### src/rtl/hazard_ctrl.sv
// Pipeline hazard and stall controller for the 5-stage RV32I core.
// Resolves load-use bubbles, EX redirects and data-memory wait states, with saturating perf counters.
module hazard_ctrl #(
    parameter int unsigned LOAD_BUBBLES = 1,
    parameter int unsigned MEM_TIMEOUT  = 255,
    parameter int unsigned CNT_W        = 32
) (
    input  logic             clk,
    input  logic             rstn,
    input  logic [4:0]       id_rs1,
    input  logic [4:0]       id_rs2,
    input  logic             id_uses_rs1,
    input  logic             id_uses_rs2,
    input  logic [4:0]       id_ex_rd,
    input  logic             id_ex_mem_read,
    input  logic             id_ex_reg_write,
    input  logic             ex_redirect,
    input  logic             ex_mem_mem_read,
    input  logic             ex_mem_mem_write,
    input  logic             dmem_ready,
    output logic             pc_en,
    output logic             if_id_en,
    output logic             id_ex_en,
    output logic             ex_mem_en,
    output logic             if_id_flush,
    output logic             id_ex_flush,
    output logic             mem_wb_flush,
    output logic             mem_timeout,
    output logic [CNT_W-1:0] stall_cycles,
    output logic [CNT_W-1:0] flush_count
);

    localparam int unsigned BUB_W  = $clog2(LOAD_BUBBLES + 1);
    localparam int unsigned WAIT_W = $clog2(MEM_TIMEOUT + 1);

    typedef enum logic [1:0] {
        RUN      = 2'd0,
        BUBBLE   = 2'd1,
        MEM_WAIT = 2'd2
    } state_t;

    state_t              state, state_nxt, ret_state, ret_nxt, eff_state;
    logic [BUB_W-1:0]    bub_cnt, bub_nxt;
    logic [WAIT_W-1:0]   wait_cnt, wait_nxt;
    logic                mem_req, mem_stall, load_use, redirect_acc, timeout_hit;

    assign mem_req   = ex_mem_mem_read | ex_mem_mem_write;
    assign mem_stall = mem_req & ~dmem_ready;
    assign load_use  = id_ex_mem_read & id_ex_reg_write & (id_ex_rd != 5'd0) &
                       ((id_uses_rs1 & (id_rs1 == id_ex_rd)) |
                        (id_uses_rs2 & (id_rs2 == id_ex_rd)));
    assign timeout_hit = mem_stall & (wait_cnt >= WAIT_W'(MEM_TIMEOUT - 1));

    // State, return state and counters for the hazard FSM
    always_ff @(posedge clk or negedge rstn) begin
        if (!rstn) begin
            state     <= RUN;
            ret_state <= RUN;
            bub_cnt   <= '0;
            wait_cnt  <= '0;
        end else begin
            state     <= state_nxt;
            ret_state <= ret_nxt;
            bub_cnt   <= bub_nxt;
            wait_cnt  <= wait_nxt;
        end
    end

    // Next-state and control decode; a released MEM_WAIT behaves as its saved state
    always_comb begin
        state_nxt    = state;
        ret_nxt      = ret_state;
        bub_nxt      = bub_cnt;
        wait_nxt     = '0;
        redirect_acc = 1'b0;
        pc_en        = 1'b1;
        if_id_en     = 1'b1;
        id_ex_en     = 1'b1;
        ex_mem_en    = 1'b1;
        if_id_flush  = 1'b0;
        id_ex_flush  = 1'b0;
        mem_wb_flush = 1'b0;
        eff_state    = (state == MEM_WAIT) ? ret_state : state;

        if (mem_stall) begin
            state_nxt    = MEM_WAIT;
            ret_nxt      = eff_state;
            wait_nxt     = (wait_cnt == WAIT_W'(MEM_TIMEOUT)) ? wait_cnt : wait_cnt + WAIT_W'(1);
            pc_en        = 1'b0;
            if_id_en     = 1'b0;
            id_ex_en     = 1'b0;
            ex_mem_en    = 1'b0;
            mem_wb_flush = 1'b1;
        end else begin
            state_nxt = eff_state;
            if (ex_redirect) begin
                redirect_acc = 1'b1;
                if_id_flush  = 1'b1;
                id_ex_flush  = 1'b1;
            end else if (eff_state == BUBBLE || load_use) begin
                pc_en       = 1'b0;
                if_id_en    = 1'b0;
                id_ex_flush = 1'b1;
            end
            case (eff_state)
                BUBBLE: begin
                    bub_nxt = bub_cnt - BUB_W'(1);
                    if (bub_cnt <= BUB_W'(1)) state_nxt = RUN;
                end
                RUN: begin
                    if (LOAD_BUBBLES >= 2 && load_use && !ex_redirect) begin
                        state_nxt = BUBBLE;
                        bub_nxt   = BUB_W'(LOAD_BUBBLES - 1);
                    end
                end
                default: ;
            endcase
        end

        // Reset holds every stage register idle
        if (!rstn) begin
            pc_en        = 1'b0;
            if_id_en     = 1'b0;
            id_ex_en     = 1'b0;
            ex_mem_en    = 1'b0;
            if_id_flush  = 1'b0;
            id_ex_flush  = 1'b0;
            mem_wb_flush = 1'b0;
        end
    end

    // Saturating perf counters and sticky timeout flag
    always_ff @(posedge clk or negedge rstn) begin
        if (!rstn) begin
            stall_cycles <= '0;
            flush_count  <= '0;
            mem_timeout  <= 1'b0;
        end else begin
            if (!pc_en && stall_cycles != '1) stall_cycles <= stall_cycles + CNT_W'(1);
            if (redirect_acc && flush_count != '1) flush_count <= flush_count + CNT_W'(1);
            if (timeout_hit) mem_timeout <= 1'b1;
        end
    end

endmodule
### config.mk
export PLATFORM = sky130hd
export DESIGN_NAME = hazard_ctrl
export DESIGN_NICKNAME = d
export VERILOG_FILES = /design/src/rtl/hazard_ctrl.sv
export SDC_FILE = /design/constraint.sdc
export NUM_CORES = 1
export LEC_CHECK = 0
export ABC_AREA = 1
export ABC_CLOCK_PERIOD_IN_PS = 2500
export CAP_MARGIN = 20
export CORE_MARGIN = 3
export CORE_UTILIZATION = 25
export DETAILED_ROUTE_END_ITERATION = 10
export HOLD_SLACK_MARGIN = 0.03
export PLACE_DENSITY = 0.42
export SYNTH_ARGS = -nofsm -noshare
export SYNTH_HDL_FRONTEND = slang
export SYNTH_SLANG_ARGS = --single-unit
### constraint.sdc
create_clock -name clk -period 2.5 [get_ports clk]
set_input_delay 0.5 -clock clk [delete_from_list [all_inputs] [get_ports clk]]
set_output_delay 0.5 -clock clk [all_outputs]
set_load 0.02 [all_outputs]
Word-level counts from Yosys, hierarchy flattened
Index checks and enable logic that the tools add are counted.
- register bits after elaboration: 78
- logic and storage cells: 59
- input port bits: 25
- output and inout bits: 72
- equality and inequality tests: 8
- muxes and demuxes: 21
- add/sub/neg operators: 4
- reduce and logical (&&, ||, !) cells: 6
- order comparisons: 2
- bitwise logic cells: 11
- operators with widths (kind ; number):
    adder 32 x 1 -> 32 bit (second input constant) ; 2
    != test 32 bit (second input constant) ; 2
    2-to-1 mux 8 bit ; 2
    2-to-1 mux 1 bit ; 15
    equality test 5 bit ; 2
    adder 8 x 1 -> 8 bit (second input constant) ; 1
    equality test 8 bit (second input constant) ; 1
    >= comparator 8 bit (second input constant) ; 1
    2-to-1 mux 2 bit ; 4
    AND 1 bit ; 7
    nonzero test 5 bit ; 1
    equality test 2 x 1 -> 1 bit (second input constant) ; 1
    equality test 2 bit (second input constant) ; 1
    logical AND 1 bit ; 2
    != test 2 bit (second input constant) ; 1
    NOT 1 bit ; 2
    OR 1 bit ; 2
    AND reduction 2 bit ; 1
    <= comparator 1 bit (second input constant) ; 1
    zero test 1 bit ; 1
    logical OR 1 bit ; 1
    subtractor 1 bit (second input constant) ; 1

Depth between registers and ports, before layout
Gate-level depths: netlist of run 1.
- depth in word-level cells: 11
- mapped depth: 14
- depth with buffers taken out: 13

Least setup slack after synthesis of run 1
Ideal clock, no wire load.
- path kind: input to output
- start point: input ex_mem_mem_write
- end point: output pc_en
- setup slack: 0.211 ns
- path buffers: 2
- stages: 7
- required time: 2.000 ns
- arrival time: 1.789 ns
- cells stage by stage: nor2_1 -> nor2_1 -> nor2_1 -> nand2_2 -> buf_2 -> inv_1 -> buf_4
- cells in the longest elaborated chain, start to end: 4
- ends and longest elaborated chain (element ; RTL line ; RTL):
    from (decl) ; 19 ; input logic ex_mem_mem_write,
    OR 1 bit ; 47 ; assign mem_req = ex_mem_mem_read | ex_mem_mem_write;
    AND 1 bit ; 48 ; assign mem_stall = mem_req & ~dmem_ready;
    2-to-1 mux 1 bit (2 in a row) ; -- ;
    to (decl) ; 21 ; output logic pc_en,
No other way between the ends.

Worst setup path in the final report of run 1
- start point: input id_rs2[3]
- end point: output pc_en
- cells in the longest elaborated chain, start to end: 9
- ends and longest elaborated chain (element ; RTL line ; RTL):
    from (decl) ; 11 ; input logic [4:0] id_rs2,
    equality test 5 bit ; 51 ; (id_uses_rs2 & (id_rs2 == id_ex_rd)));
    AND 1 bit ; 51 ;
    OR 1 bit ; 50 ; ((id_uses_rs1 & (id_rs1 == id_ex_rd)) |
    AND 1 bit ; 49 ; assign load_use = id_ex_mem_read & id_ex_reg_write & (id_ex_rd != 5'd0) &
    logical OR 1 bit ; 100 ; end else if (eff_state == BUBBLE || load_use) begin
    2-to-1 mux 1 bit ; 100 ;
    2-to-1 mux 1 bit ; 96 ; if (ex_redirect) begin
    2-to-1 mux 1 bit ; 85 ; if (mem_stall) begin
    2-to-1 mux 1 bit ; 121 ; if (!rstn) begin
No other way between the ends.

==> run_results.csv, run 1 <==
group,metric,value,unit
status,status,"complete, no violations",
worst_setup_path,critPathMaxFanout,2,
floorplanning,die_x,147,um
placed_design,routabilityCongestion,0.888,
detailed_routing,dr.pass1.iters,4,
detailed_routing,routedWlPerCell,14.1,um
power_and_ir_drop,vdd_drop_max,480,uV
synthesis,synth_commonest_cells,"nand2_1 (241), dfrtp_1 (77), nor2_1 (72), inv_1 (59), nand3_1 (58)",
finish,design_area,0.00661,mm^2
synthesis,synthesis.area,0.00494,mm^2
detailed_routing,via_count,4754,
grt,antenna_found_initial,0,
worst_setup_path,cp-endpoint,"pc_en",
synthesis,synth_area_leader_cell,"dfrtp_1",
grt,grt_start_max_net_pins,78,
floorplanning,placementRows,50,
timing,fin_ws,0.152,ns
finish,antenna_cells,0,
timing,fin_worst_skew,0.00753,ns
worst_setup_path,worst-setup-path-type,"input port to output pin",
finish,final_cells,1065,
grt,overflow,0,
floorplanning,design.die.area,0.0215,mm^2
synthesis,synthMostInstantiatedCell,"nand2_1",
finish,area_delta_synth_final,33.6,%
power_and_ir_drop,p_total,3.73,mW
cts,cts_buffers,9,
detailed_routing,drc_errors,0,
worst_setup_path,regToRegSetupSlack,0.42,ns
grt,track_usage,14.4,%
floorplanning,pin_count,97,
worst_hold_path,hold_path_class,"input port to asynchronous set/reset pin",
worst_setup_path,ff2ff_path_depth,10,
finish,seq_area,0.00193,mm^2
timing,tns,0,ns
cts,root_buffer,"clkbuf_16",
worst_setup_path,startpoint,"id_rs2[3]",
placed_design,dpl-instance-area,0.00625,mm^2
finish,drive_above_1_share,7.95,%
worst_setup_path,r2r_start,"stall_cycles[0]",
timing,rsz0062_at_grt,"true",
timing,tightest_slew,0.485,ns
worst_setup_path,required,2.00,ns
synthesis,netlist_instances,691,
placed_design,dp.cells,1048,
timing,post-route-min-period,2.35,ns
cts,clkTransAtPathRegs,0.06,ns
timing,fmax,0.426,GHz
finish,fillCellCount,2032,
cts,cts_buffer_depth,2,
cts,numClockSinks,77,
worst_setup_path,cp-start-kind,"input port",
floorplanning,dieHeight,147,um
detailed_routing,drtIter0Drc,314,
power_and_ir_drop,switchingPower,1.18,mW
synthesis,netlist.area_leader.share,39.0,%
synthesis,yosysSeqAreaShare,39.0,%
synthesis,synthFlopType,"dfrtp_1",
cts,h-tree-depth,3,
synthesis,syn_avg_cell_area,7.15,um^2
cts,cts_tree,"yes",
timing,finalHoldViolations,0,
finish,nets,829,
placed_design,dp_hpwl,11300,um
synthesis,synth_edf_count,0,
grt,grt_pass1_wl,25300,um
floorplanning,start_util,25.9,%
grt,grt_pass1_vias,4964,
floorplanning,core_area,0.0191,mm^2
timing,slew_viol_final,0,
worst_setup_path,r2r-end,"stall_cycles[17]",
synthesis,synth_nets,720,
synthesis,synth_seq_cells,77,
placed_design,portBuffers,96,
synthesis,yosysUniqueCellTypes,34,
worst_setup_path,arrival,1.85,ns
power_and_ir_drop,p_seq_share,40.6,%
finish,multi_input_area,0.00266,mm^2
detailed_routing,ant_nets,0,
synthesis,async_reset_ff_share,100,%
detailed_routing,vias_per_cell,4.46,
timing,slew_headroom,67.4,%
detailed_routing,wl,15000,um
timing,fin_crit_sh,93.9,%
placed_design,dp_slack,-0.366,ns
power_and_ir_drop,p_per_area,565,mW/mm^2
cts,insertion_delay,0.35,ns
synthesis,synthTopCellsByArea,"dfrtp_1 (39%), nand2_1 (18%), xor2_1 (7.3%), nand3_1 (5.9%), nor2_1 (5.5%)",
timing,setup_viol,0,
power_and_ir_drop,p_int,2.55,mW
worst_setup_path,end_kind,"output pin",
run,max-cap-violations,0,
power_and_ir_drop,combPwrFrac,21.6,%
power_and_ir_drop,p_leak,3.15,nW
synthesis,yosysWarnings,0,
power_and_ir_drop,switching_share,31.7,%
cts,post_cts_buffers,0,
power_and_ir_drop,clkPwrFrac,37.7,%
## area by class of cell
class | instances | area share [%]
Clock inverter | 5 | 0.985
Tap cell | 260 | 4.93
Sequential cell | 77 | 29.2
Inverter | 62 | 3.52
Multi-Input combinational cell | 535 | 40.2
Timing Repair Buffer | 115 | 17.3
Clock buffer | 11 | 3.83
## cell usage in the layout (no fill, tap or decap), types with 5 or more instances in the layout
cell type	instances
inv_2	5
nor2_1	72
xnor2_1	13
nand3b_1	6
clkbuf_16	9
clkdlybuf4s50_1	76
nor3_1	32
inv_1	57
dlygate4sd2_1	5
nand4_1	18
o21ai_1	6
xor2_1	41
dlymetal6s2s_1	11
nand2_1	241
o21ai_0	14
nand3_1	58
dfrtp_1	77
buf_4	20
## power by group through the flow
stage               sequential (mW)  clock (mW)  combinational (mW)
finish                         1.52        1.41               0.808
global route                   1.55        1.51               0.897
global placement               1.54           0               0.819
detailed placement             1.54           0               0.821
CTS                            1.52        1.46               0.820
floorplan                      1.62           0               0.329
## worst min path at each step
stage                             from          endpoint  slack (ns)  cells after the start
after CTS                         rstn  stall_cycles[27]        0.48                      2
final                             rstn  stall_cycles[28]        0.13                      2
after floorplan                   rstn    flush_count[0]        0.20                      0
after detailed placement   mem_timeout       mem_timeout        0.47                      1
after global routing              rstn  stall_cycles[28]        0.14                      2
after global placement    ret_state[0]      ret_state[0]        0.47                      2
## critical path: stages
cell             delay, ns
clkdlybuf4s50_1       0.48
inv_1                 0.04
nand2_1               0.05
nand2_1               0.05
nor2_1                0.08
nand3_1               0.07
nand2_1               0.07
nand2_1               0.05
nand2_1               0.07
nand2_1               0.06
nand2_2               0.11
inv_2                 0.05
buf_4                 0.15
## metal layers
metal,wire length (um),vias to the layer above,part of all wire [%],GRT usage (%)
li1,-,2434,-,-
met1,6720,2194,45,17.5
met2,7400,106,49,25.2
met3,623,20,4.1,3.20
met4,301,0,2.0,4.52
met5,0,-,0,0
## sequential cells by signal, summed over array words and instances, names as in the netlist
register / cells
state: 2
stall_cycles: 32
wait_cnt: 8
mem_timeout: 1
flush_count: 32
ret_state: 2
## kinds of logic after synthesis
kind of cell / synth area share (%)
and+or+nand+nor: 40.0
DFF: 39.0
xor gates and xnor gates: 9.57
AOI/OAI and AO/OA: 3.16
adders and majority gates: 1.01
buffers and inverters: 7.26
## timing repair
action,4_1_cts,5_1_grt
pin swaps,0,5
hold buffers,0,0
setup endpoints to repair,7,8
gates resized for setup,16,16
## metrics by stage
step                util [%]  hold slack [ns]
floorplan                  -            0.204
global placement        32.7            0.467
detailed placement      32.7            0.467
CTS                     34.3            0.484
global route            34.6            0.144
finish                  34.6            0.128
(Power assumes the default switching activity.)
==> run 2: changes to the inputs <==
--- a/config.mk
+++ b/config.mk
@@ -7,12 +7,11 @@
 export LEC_CHECK = 0
 export ABC_AREA = 1
 export ABC_CLOCK_PERIOD_IN_PS = 2500
-export CAP_MARGIN = 20
+export CAP_MARGIN = 10
 export CORE_MARGIN = 3
 export CORE_UTILIZATION = 25
 export DETAILED_ROUTE_END_ITERATION = 10
 export HOLD_SLACK_MARGIN = 0.03
-export PLACE_DENSITY = 0.42
 export SYNTH_ARGS = -nofsm -noshare
 export SYNTH_HDL_FRONTEND = slang
 export SYNTH_SLANG_ARGS = --single-unit
==> run_results.csv, run 2 (synthesized netlist as in run 1, its figures left out) <==
group,metric,value,unit
power_and_ir_drop,p_total,3.75,mW
worst_setup_path,ff2ff_path_depth,9,
cts,cts_buffer_depth,2,
timing,tns,0,ns
floorplanning,dieHeight,147,um
floorplanning,design.die.area,0.0215,mm^2
worst_setup_path,worst-setup-path-type,"input port to output pin",
placed_design,routabilityCongestion,0.919,
cts,h-tree-depth,3,
floorplanning,start_util,25.9,%
floorplanning,placementRows,50,
grt,grt_pass1_wl,23300,um
finish,antenna_cells,0,
finish,design_area,0.00661,mm^2
timing,whs,0.149,ns
placed_design,dpl-instance-area,0.00626,mm^2
detailed_routing,drc_errors,0,
detailed_routing,ant_nets,0,
worst_setup_path,arrival,1.89,ns
worst_setup_path,regToRegSetupSlack,0.37,ns
cts,cts_buffers,9,
status,status,"complete, no violations",
timing,finalHoldViolations,0,
cts,numClockSinks,77,
timing,post-route-min-period,2.39,ns
timing,fin_worst_skew,0.00625,ns
worst_setup_path,critPathMaxFanout,2,
grt,overflow,0,
finish,nets,831,
floorplanning,pin_count,97,
timing,setup_viol,0,
detailed_routing,routedWlPerCell,13.7,um
placed_design,portBuffers,96,
cts,cts_tree,"yes",
detailed_routing,dr.pass1.iters,4,
timing,slew_headroom,48.3,%
grt,grt_pass1_vias,4478,
cts,clkTransAtPathRegs,0.06,ns
finish,largestRegisters,"flush_count: 32 flops, stall_cycles: 32 flops, wait_cnt: 8 flops",
detailed_routing,wl,14600,um
timing,fin_crit_sh,95.7,%
placed_design,dp_hpwl,11200,um
timing,tightest_slew,0.776,ns
timing,rsz0062_at_grt,"false",
grt,grt_start_max_net_pins,59,
worst_setup_path,r2r_start,"stall_cycles[0]",
cts,post_cts_buffers,0,
finish,area_delta_synth_final,33.7,%
grt,track_usage,13.4,%
finish,drive_above_1_share,8.92,%
finish,final_common_cell,"nand2_1",
floorplanning,core_area,0.0191,mm^2
worst_setup_path,r2r-end,"stall_cycles[22]",
cts,root_buffer,"clkbuf_16",
run,max-cap-violations,0,
timing,slew_viol_final,0,
power_and_ir_drop,p_leak,3.12,nW
grt,antenna_found_initial,0,
worst_setup_path,cp-start-kind,"input port",
detailed_routing,vias_per_cell,4.47,
worst_setup_path,required,2.00,ns
detailed_routing,drtIter0Drc,295,
worst_setup_path,end_kind,"output pin",
floorplanning,die_x,147,um
finish,layout_common_cells,"nand2_1 (240), clkdlybuf4s50_1 (79), dfrtp_1 (77)",
timing,fmax,0.418,GHz
worst_hold_path,hold_path_class,"input port to asynchronous set/reset pin",
detailed_routing,via_count,4773,
power_and_ir_drop,p_per_area,568,mW/mm^2
cts,insertion_delay,0.34,ns
power_and_ir_drop,vdd_drop_max,512,uV
## run 2: changes by cell type in the layout (fill, tap and decap cells not counted), sizes merged
| cell | previous run | this run |
|---|---|---|
| inv | 64 | 62 |
| buf | 23 | 24 |
| clkdlybuf4s50 | 76 | 79 |
| clkinvlp | 0 | 1 |
| clkbuf | 11 | 10 |
| clkinv | 2 | 3 |
| bufinv | 1 | 2 |
| dlymetal6s2s | 11 | 8 |
| clkdlybuf4s15 | 0 | 1 |
## run 2: power breakdown
part / total [mW] / internal [mW] / leakage, nW / switching, mW
combinational: 0.808 / 0.358 / 1.92 / 0.449
clock: 1.44 / 0.900 / 0.158 / 0.537
sequential: 1.51 / 1.35 / 1.04 / 0.157
total: 3.75 / 2.61 / 3.12 / 1.14
## run 2: critical path, cell delays in order
cell and delay, ns:
clkdlybuf4s50_1 0.45, inv_1 0.05, nand2_1 0.05, nand2_1 0.05, nor2_1 0.11, nand3_1 0.08
nand2_1 0.07, nand2_1 0.06, nand2_2 0.07, nand2_1 0.06, nand2_2 0.12, inv_2 0.05
buf_4 0.15
## run 2: layout make-up
type	count	area, um^2
Multi-Input combinational cell	535	2670
Inverter	62	233
Sequential cell	77	1930
Clock inverter	6	86.3
Timing Repair Buffer	117	1130
Tap cell	260	325
Clock buffer	10	239
Fill cell	2015	12500
## run 2: worst max path at each step
stage | from | end | depth (start not counted)
floorplan | ex_mem_mem_write | pc_en | 7
global placement | ex_mem_mem_write | id_ex_flush | 7
detailed placement | id_ex_rd[0] | id_ex_flush | 12
CTS | id_ex_rd[1] | id_ex_flush | 12
global route | id_rs1[2] | if_id_en | 13
finish | id_rs1[0] | if_id_en | 13
## run 2: per-stage QoR
| stage | setup WS [ns] | utilization [%] | cells |
|---|---|---|---|
| floorplan | 0.211 | - | 691 |
| global placement | -0.366 | 32.8 | 1051 |
| detailed placement | -0.373 | 32.8 | 1051 |
| CTS | 0.0311 | 34.5 | 1067 |
| global route | 0.0000480 | 34.6 | 1067 |
| finish | 0.108 | 34.6 | 1067 |
## run 2: per-layer routing
layer / global-route usage [%] / up-vias / share of wire, % / wire length (um)
li1: - / 2421 / - / -
met5: 0 / - / 0 / 0
met1: 18.0 / 2231 / 48 / 6930
met3: 3.66 / 13 / 5.0 / 724
met2: 21.8 / 108 / 46 / 6760
met4: 2.82 / 0 / 1.1 / 161
## run 2: what timing repair did
item	CTS	global route
setup endpoints to repair	7	3
hold buffers	0	0
gates resized for setup	19	16
pin swaps	0	4
cloned	0	0
